==> src/rtl/raster_sched.sv <==
// raster_sched: 640x480 pixel-core sequencer (CLR/CMP per pixel, 2 clk cadence) with a 4-slot polygon bank.
// Latency: all outputs registered; writes reach the bank 1 clk after acceptance. Backpressure: poly_wr_ready low only in a swap cycle.
// RASTER_SCHED_SHADOW_EN selects a shadow bank swapped at frame boundaries; undefined, writes go straight to the active bank.
module raster_sched #(
    parameter int H_ACTIVE = 640,
    parameter int H_FP     = 16,
    parameter int H_SYNC   = 96,
    parameter int H_BP     = 48,
    parameter int V_ACTIVE = 480,
    parameter int V_FP     = 10,
    parameter int V_SYNC   = 2,
    parameter int V_BP     = 33
) (
    input  logic        clk,
    input  logic        rst,
    input  logic        run,
    input  logic        poly_wr_valid,
    output logic        poly_wr_ready,
    input  logic [1:0]  poly_wr_slot,
    input  logic        poly_wr_en,
    input  logic [50:0] poly_wr_data,
    input  logic        commit_req,
    output logic        commit_pending,
    output logic [8:0]  pixel_row,
    output logic [9:0]  pixel_col,
    output logic        pixel_clr,
    output logic        cmp_en,
    output logic [3:0]  en_polygon,
    output logic [50:0] poly_a_data,
    output logic [50:0] poly_b_data,
    output logic [50:0] poly_c_data,
    output logic [50:0] poly_d_data,
    output logic        hsync,
    output logic        vsync,
    output logic        display_en,
    output logic        frame_done
);

    localparam int H_TOTAL = H_ACTIVE + H_FP + H_SYNC + H_BP;
    localparam int V_TOTAL = V_ACTIVE + V_FP + V_SYNC + V_BP;

    localparam logic [15:0] H_LAST = 16'(H_TOTAL - 1);
    localparam logic [15:0] V_LAST = 16'(V_TOTAL - 1);
    localparam logic [15:0] H_ACT  = 16'(H_ACTIVE);
    localparam logic [15:0] V_ACT  = 16'(V_ACTIVE);
    localparam logic [15:0] HS_BEG = 16'(H_ACTIVE + H_FP);
    localparam logic [15:0] HS_END = 16'(H_ACTIVE + H_FP + H_SYNC);
    localparam logic [15:0] VS_BEG = 16'(V_ACTIVE + V_FP);
    localparam logic [15:0] VS_END = 16'(V_ACTIVE + V_FP + V_SYNC);

    typedef enum logic [1:0] {S_IDLE, S_CLR, S_CMP} state_t;

    state_t      r_state, w_state_nxt;
    logic [15:0] r_h, r_v, w_h_nxt, w_v_nxt;
    logic        w_last;

    logic w_clr_nxt, w_cmp_nxt, w_disp_nxt, w_hs_nxt, w_vs_nxt, w_fd_nxt;
    logic r_clr, r_cmp, r_disp, r_hs, r_vs, r_fd;

    logic [50:0] r_act_dat [4];
    logic [3:0]  r_act_en;
    logic        w_wr_acc;

    assign w_last = (r_state == S_CMP) && (r_h == H_LAST) && (r_v == V_LAST);

    always_ff @(posedge clk or posedge rst) begin
        if (rst) begin
            r_state <= S_IDLE;
            r_h     <= '0;
            r_v     <= '0;
        end else begin
            r_state <= w_state_nxt;
            r_h     <= w_h_nxt;
            r_v     <= w_v_nxt;
        end
    end

    // run is only looked at in IDLE and on the last CMP of a frame
    always_comb begin
        w_state_nxt = r_state;
        w_h_nxt     = r_h;
        w_v_nxt     = r_v;
        case (r_state)
            S_IDLE: begin
                w_h_nxt = '0;
                w_v_nxt = '0;
                if (run) w_state_nxt = S_CLR;
            end
            S_CLR: w_state_nxt = S_CMP;
            S_CMP: begin
                if (w_last) begin
                    w_h_nxt     = '0;
                    w_v_nxt     = '0;
                    w_state_nxt = run ? S_CLR : S_IDLE;
                end else begin
                    w_state_nxt = S_CLR;
                    if (r_h == H_LAST) begin
                        w_h_nxt = '0;
                        w_v_nxt = r_v + 16'd1;
                    end else begin
                        w_h_nxt = r_h + 16'd1;
                    end
                end
            end
            default: begin
                w_state_nxt = S_IDLE;
                w_h_nxt     = '0;
                w_v_nxt     = '0;
            end
        endcase
    end

    // Outputs are decoded from the next state so the registered copies line up with r_state
    always_comb begin
        w_clr_nxt  = (w_state_nxt == S_CLR);
        w_disp_nxt = (w_state_nxt != S_IDLE) && (w_h_nxt < H_ACT) && (w_v_nxt < V_ACT);
        w_cmp_nxt  = (w_state_nxt == S_CMP) && w_disp_nxt;
        w_hs_nxt   = !((w_state_nxt != S_IDLE) && (w_h_nxt >= HS_BEG) && (w_h_nxt < HS_END));
        w_vs_nxt   = !((w_state_nxt != S_IDLE) && (w_v_nxt >= VS_BEG) && (w_v_nxt < VS_END));
        w_fd_nxt   = (w_state_nxt == S_CMP) && (w_h_nxt == H_LAST) && (w_v_nxt == V_LAST);
    end

    always_ff @(posedge clk or posedge rst) begin
        if (rst) begin
            r_clr  <= 1'b0;
            r_cmp  <= 1'b0;
            r_disp <= 1'b0;
            r_hs   <= 1'b1;
            r_vs   <= 1'b1;
            r_fd   <= 1'b0;
        end else begin
            r_clr  <= w_clr_nxt;
            r_cmp  <= w_cmp_nxt;
            r_disp <= w_disp_nxt;
            r_hs   <= w_hs_nxt;
            r_vs   <= w_vs_nxt;
            r_fd   <= w_fd_nxt;
        end
    end

`ifdef RASTER_SCHED_SHADOW_EN
    logic [50:0] r_sh_dat [4];
    logic [3:0]  r_sh_en;
    logic        r_pend, r_rdy;
    logic        w_swap, w_pend_nxt, w_rdy_nxt;

    // r_fd is high exactly in the last CMP cycle of the frame
    assign w_swap     = r_pend & ((r_state == S_IDLE) | r_fd);
    assign w_pend_nxt = commit_req | (r_pend & ~w_swap);
    assign w_rdy_nxt  = ~(w_pend_nxt & ((w_state_nxt == S_IDLE) | w_fd_nxt));
    assign w_wr_acc   = poly_wr_valid & r_rdy;

    always_ff @(posedge clk or posedge rst) begin
        if (rst) begin
            for (int i = 0; i < 4; i++) begin
                r_sh_dat[i]  <= '0;
                r_act_dat[i] <= '0;
            end
            r_sh_en  <= '0;
            r_act_en <= '0;
            r_pend   <= 1'b0;
            r_rdy    <= 1'b1;
        end else begin
            r_pend <= w_pend_nxt;
            r_rdy  <= w_rdy_nxt;
            if (w_wr_acc) begin
                r_sh_dat[poly_wr_slot] <= poly_wr_data;
                r_sh_en[poly_wr_slot]  <= poly_wr_en;
            end
            if (w_swap) begin
                for (int i = 0; i < 4; i++) r_act_dat[i] <= r_sh_dat[i];
                r_act_en <= r_sh_en;
            end
        end
    end

    assign poly_wr_ready  = r_rdy;
    assign commit_pending = r_pend;
`else
    logic w_unused_commit;

    assign w_unused_commit = commit_req;
    assign w_wr_acc        = poly_wr_valid;

    always_ff @(posedge clk or posedge rst) begin
        if (rst) begin
            for (int i = 0; i < 4; i++) r_act_dat[i] <= '0;
            r_act_en <= '0;
        end else if (w_wr_acc) begin
            r_act_dat[poly_wr_slot] <= poly_wr_data;
            r_act_en[poly_wr_slot]  <= poly_wr_en;
        end
    end

    assign poly_wr_ready  = 1'b1;
    assign commit_pending = 1'b0;
`endif

    assign pixel_col   = r_h[9:0];
    assign pixel_row   = r_v[8:0];
    assign pixel_clr   = r_clr;
    assign cmp_en      = r_cmp;
    assign display_en  = r_disp;
    assign hsync       = r_hs;
    assign vsync       = r_vs;
    assign frame_done  = r_fd;
    assign en_polygon  = r_act_en;
    assign poly_a_data = r_act_dat[0];
    assign poly_b_data = r_act_dat[1];
    assign poly_c_data = r_act_dat[2];
    assign poly_d_data = r_act_dat[3];

endmodule

==> config.mk <==
export PLATFORM = sky130hd
export DESIGN_NAME = raster_sched
export DESIGN_NICKNAME = d
export VERILOG_FILES = /design/src/rtl/raster_sched.sv
export SDC_FILE = /design/constraint.sdc
export NUM_CORES = 1
export LEC_CHECK = 0
export ABC_CLOCK_PERIOD_IN_PS = 14600
export BUFFER_PORTS_ARGS = -buffer_cell sky130_fd_sc_hd__buf_2
export CAP_MARGIN = 5
export CORE_MARGIN = 2
export CORE_UTILIZATION = 35
export DETAILED_ROUTE_END_ITERATION = 10
export GPL_TIMING_DRIVEN = 0
export REMOVE_ABC_BUFFERS = 1
export SYNTH_ARGS = -nofsm -noshare
export SYNTH_HDL_FRONTEND = slang
export SYNTH_SLANG_ARGS = --single-unit
==> constraint.sdc <==
create_clock -name clk -period 14.6 [get_ports clk]
set_input_delay 0 -clock clk [delete_from_list [all_inputs] [get_ports clk]]
set_output_delay 0 -clock clk [all_outputs]
set_load 0.01 [all_outputs]
==> key figures <==
Logic synthesis
  – Unique masters post-synth: 66
  – Post-synth EDFFs: 0
  – Ys flop type: dfrtp_1
  – Synth Area in Compound Gates: 0.0517
  – Sequential area share after synthesis: 0.587
  – Area contributors post-synth: dfrtp_1, mux2_2, buf_4
  – Async SR Flop Fraction: 1.00
  – Yosys top cell by area: dfrtp_1
  – Most numerous cell in the Yosys netlist: dfrtp_1
  – Synth Cell Area: 10600 sq um
  – Multiplexer share of the synthesized area: 0.223
  – Cells after Synth: 789
  – Synth Area in XOR/XNOR: 0.00331
  – Post-synthesis adder-cell area fraction: 0.00946
  – Share of the synthesized area in the top cell type: 0.582
  – Top cells by count, synth: dfrtp_1, mux2_2, nand2_1
  – Seq cells post-synth: 248
  – Yosys warns: 0
  – Largest family of logic cells by synthesized area: multiplexers
  – Average size of a mapped cell: 13.4 sq um
  – Synth Area in Simple Gates: 0.0906

Timing
  – Clock skew: 0.00715 ns
  – Max Slew Vio Count: 0
  – Setup violators final: 0
  – Relative slew slack: 0.399
  – Fmax: 0.263 GHz
  – Minimum hold slack: 0.0175 ns
  – Slew @ Worst Pin: about 0.9 ns
  – Final setup TNS: 0 ns
  – Tcrit/Tclk final: 0.260
  – RSZ-0062 raised after global routing: no
  – Fin. Hold Viols: 0
  – Clock period minus worst slack: between 3 and 4 ns

Setup path
  – Worst Path Max Fanout: 10
  – Setup crit end kind: flop
  – Cell chain of the critical path: or4b_1 > nor4_4 > nand2_1 > o211ai_1 > nand3_1 > or3_1 > nor4b_1 > and3b_1
  – Delay-heaviest family, CP: simple AND/OR/NAND/NOR gates
  – Worst Reg2Reg Path Length in Cells: 8
  – R2R Path End: display_en$_DFF_PP0_
  – Worst Setup Start Kind: flop
  – CP max stage delay: 0.72 ns
  – Worst flop-to-flop path startpoint: r_h[13]$_DFF_PP0_
  – WS Path Type: flop to flop
  – R2R setup slack: 10.80 ns
  – Setup crit start: r_h[13]$_DFF_PP0_
  – Critical path's slowest cell: or4b_1
  – WP data arrival: 4.28 ns
  – WP data required: roughly 15 ns
  – CP Buf/Inv Count: 0

Power and ir drop
  – Clock share of power: 0.361
  – Peak supply drop: 0.0000831 V
  – Pwr Density: between 100 and 150 nW/um^2
  – Sequential share of power: 0.411
  – Int Pwr: 0.00149 W
  – Logic pwr share: 0.228
  – Switching pwr: between 0.0006 and 0.0007 W
  – Leakage: 6.48 nW
  – Switch share: 0.288

Floorplan
  – Ports: a little under 300
  – FP Rows: 63
  – Die width: 178 um
  – Die Ht: 178 um
  – Initial core utilization: 0.356
  – Core area: 29700 sq um
  – Die area: 31600 sq um

GRT
  – Initial antenna violation count: 0
  – First-pass GRT wire length: 43300 um
  – GRT Overall Usage: 0.173
  – Vias in the first global route: ~7700
  – Largest net degree at the start of global routing: 105
  – Total grt overflow: 0

Hold path
  – Min-Delay Path Class: input pin to flop
  – Hold depth: 3
  – Hold Path End: poly_a_data[5]$_DFFE_PP0P_
  – Min-delay src: poly_wr_slot[0]

Cells and area
  – Nets@finish: 1190
  – N_diodes: 0
  – Fillers: about 2600
  – Layout cells sized above 1: 0.507
  – Area grow syn2layout: 33.0%

Placed design
  – Placer Congestion: 0.872
  – Port Buf Inserts: 290
  – Detail Placement HPWL: 20200 um

Clock tree
  – Clock root buffer: clkbuf_16
  – Worst-skew pair later-pin latency: 0.54 ns
  – CTS tree: yes
  – Clk slew on worst S/H paths: roughly 0.060 ns
  – H-tree depth: 1
  – Clk sinks: 248
  – Longest Clk Path Bufs: 3
  – Total CTS buffers: 28

Run status
  – Run status: complete, no violations

Detailed routing
  – TritonRoute pass-1 iters: 5
  – DR WL/cell: 18.4 um
  – DRC Markers: 0
  – Routed vias/inst: around 5
  – Routed Antenna Nets: 0
  – Via Count: 7703
  – Routed WL: 28300 um
  – Drt initial violations: 472

Job
  – Max cap viols: 0
-- logic make-up (layout without fill, tap and decap cells) --
group,after synthesis,in the layout
flip-flops,248,248
XOR/XNOR,4,4
adder cells (fa/ha/maj),8,8
buffers and inverters,74,429
AO/OA/AOI/OAI,81,81
AND/OR/NAND/NOR,162,162
multiplexers,210,210
other,2,2
-- worst max path at each step --
stage / cells after the start / slack [ns] / to
CTS: 9 / 10.81 / display_en$_DFF_PP0_
finish: 8 / 10.80 / display_en$_DFF_PP0_
floorplan: 1 / 7.79 / cmp_en$_DFF_PP0_
global route: 9 / 10.45 / display_en$_DFF_PP0_
global placement: 2 / 4.76 / poly_a_data[34]$_DFFE_PP0P_
detailed placement: 8 / 10.83 / display_en$_DFF_PP0_
-- sequential cells by signal (all words and copies together) (netlist names) --
name         cells
hsync            1
poly_a_data     51
r_state          2
pixel_clr        1
r_h             16
poly_d_data     51
vsync            1
en_polygon       4
r_v             16
frame_done       1
display_en       1
poly_b_data     51
cmp_en           1
poly_c_data     51
-- metrics by stage --
step                power, W   util  setup slack [ns]  instances  area, sq um
floorplan            0.00113      -              7.79        733        10300
global placement     0.00133  0.411              4.76       1413        12200
detailed placement   0.00134  0.421             10.83       1428        12500
CTS                  0.00212  0.474             10.81       1534        14100
global route         0.00220  0.474             10.45       1534        14100
finish               0.00209  0.474             10.80       1534        14100
-- metal layers --
layer  track usage  routed length [um]  vias to the layer above
met3        0.0409                2280                       53
met5             0                   0                        -
met2         0.286               13100                      309
met1         0.227               12200                     3807
li1              -                   -                     3534
met4        0.0464                 684                        0
-- worst reg2reg max path, delay by kind of cell, from the launching register on --
family,cells,cell delay (ns)
and+or+nand+nor,7,3.04
AOI/OAI and AO/OA,1,0.25
DFF,1,0.45
-- placed cells by master (no fill, tap or decap), types with 3 or more instances in the layout --
master,Yosys,final
buf_2,3,290
dfrtp_1,246,246
mux2_2,208,208
dlygate4sd3_1,0,55
nand2_1,34,34
clkbuf_16,0,28
o21ai_0,22,22
nand3_1,19,18
inv_1,17,16
nand4_1,15,15
a21oi_1,15,15
nor2_1,14,14
nor3_1,12,12
and2_1,12,12
clkbuf_8,0,10
a31oi_1,8,8
ha_1,8,8
nor4_1,7,7
and3_1,6,6
o31ai_1,6,6
buf_6,0,6
or4_1,5,5
nor4b_1,5,5
buf_8,0,5
or3_1,4,4
nand2b_1,4,4
bufinv_16,0,4
buf_16,0,4
and4_1,3,3
a21o_1,3,3
o21a_1,3,3
nor3b_1,4,3
clkinv_2,0,3
-- power groups by stage --
stage	logic, W	registers, W	clock network, W
after floorplan	0.000200	0.000929	0
after global placement	0.000464	0.000869	0
after detailed placement	0.000471	0.000874	0
after CTS	0.000485	0.000862	0.000776
after global routing	0.000522	0.000877	0.000803
final	0.000478	0.000861	0.000755
-- what timing repair did --
action / 4_1_cts / 5_1_grt
setup buffers: 0 / 0
hold buffers: 55 / 0
hold endpoints to repair: 353 / 0
gates resized for setup: 0 / 0
-- layout make-up --
cell class / instances / area, sq um / share of cell area
multi-input combinational: 467 / 4030 / 0.286
tap: 390 / 488 / 0.0347
inverter: 18 / 75.1 / 0.00533
sequential: 248 / 6210 / 0.441
timing repair buffer: 360 / 2250 / 0.160
clock inverter: 11 / 175 / 0.0124
clock buffer: 40 / 846 / 0.0601
No activity file was read; power rests on OpenSTA's default activity.
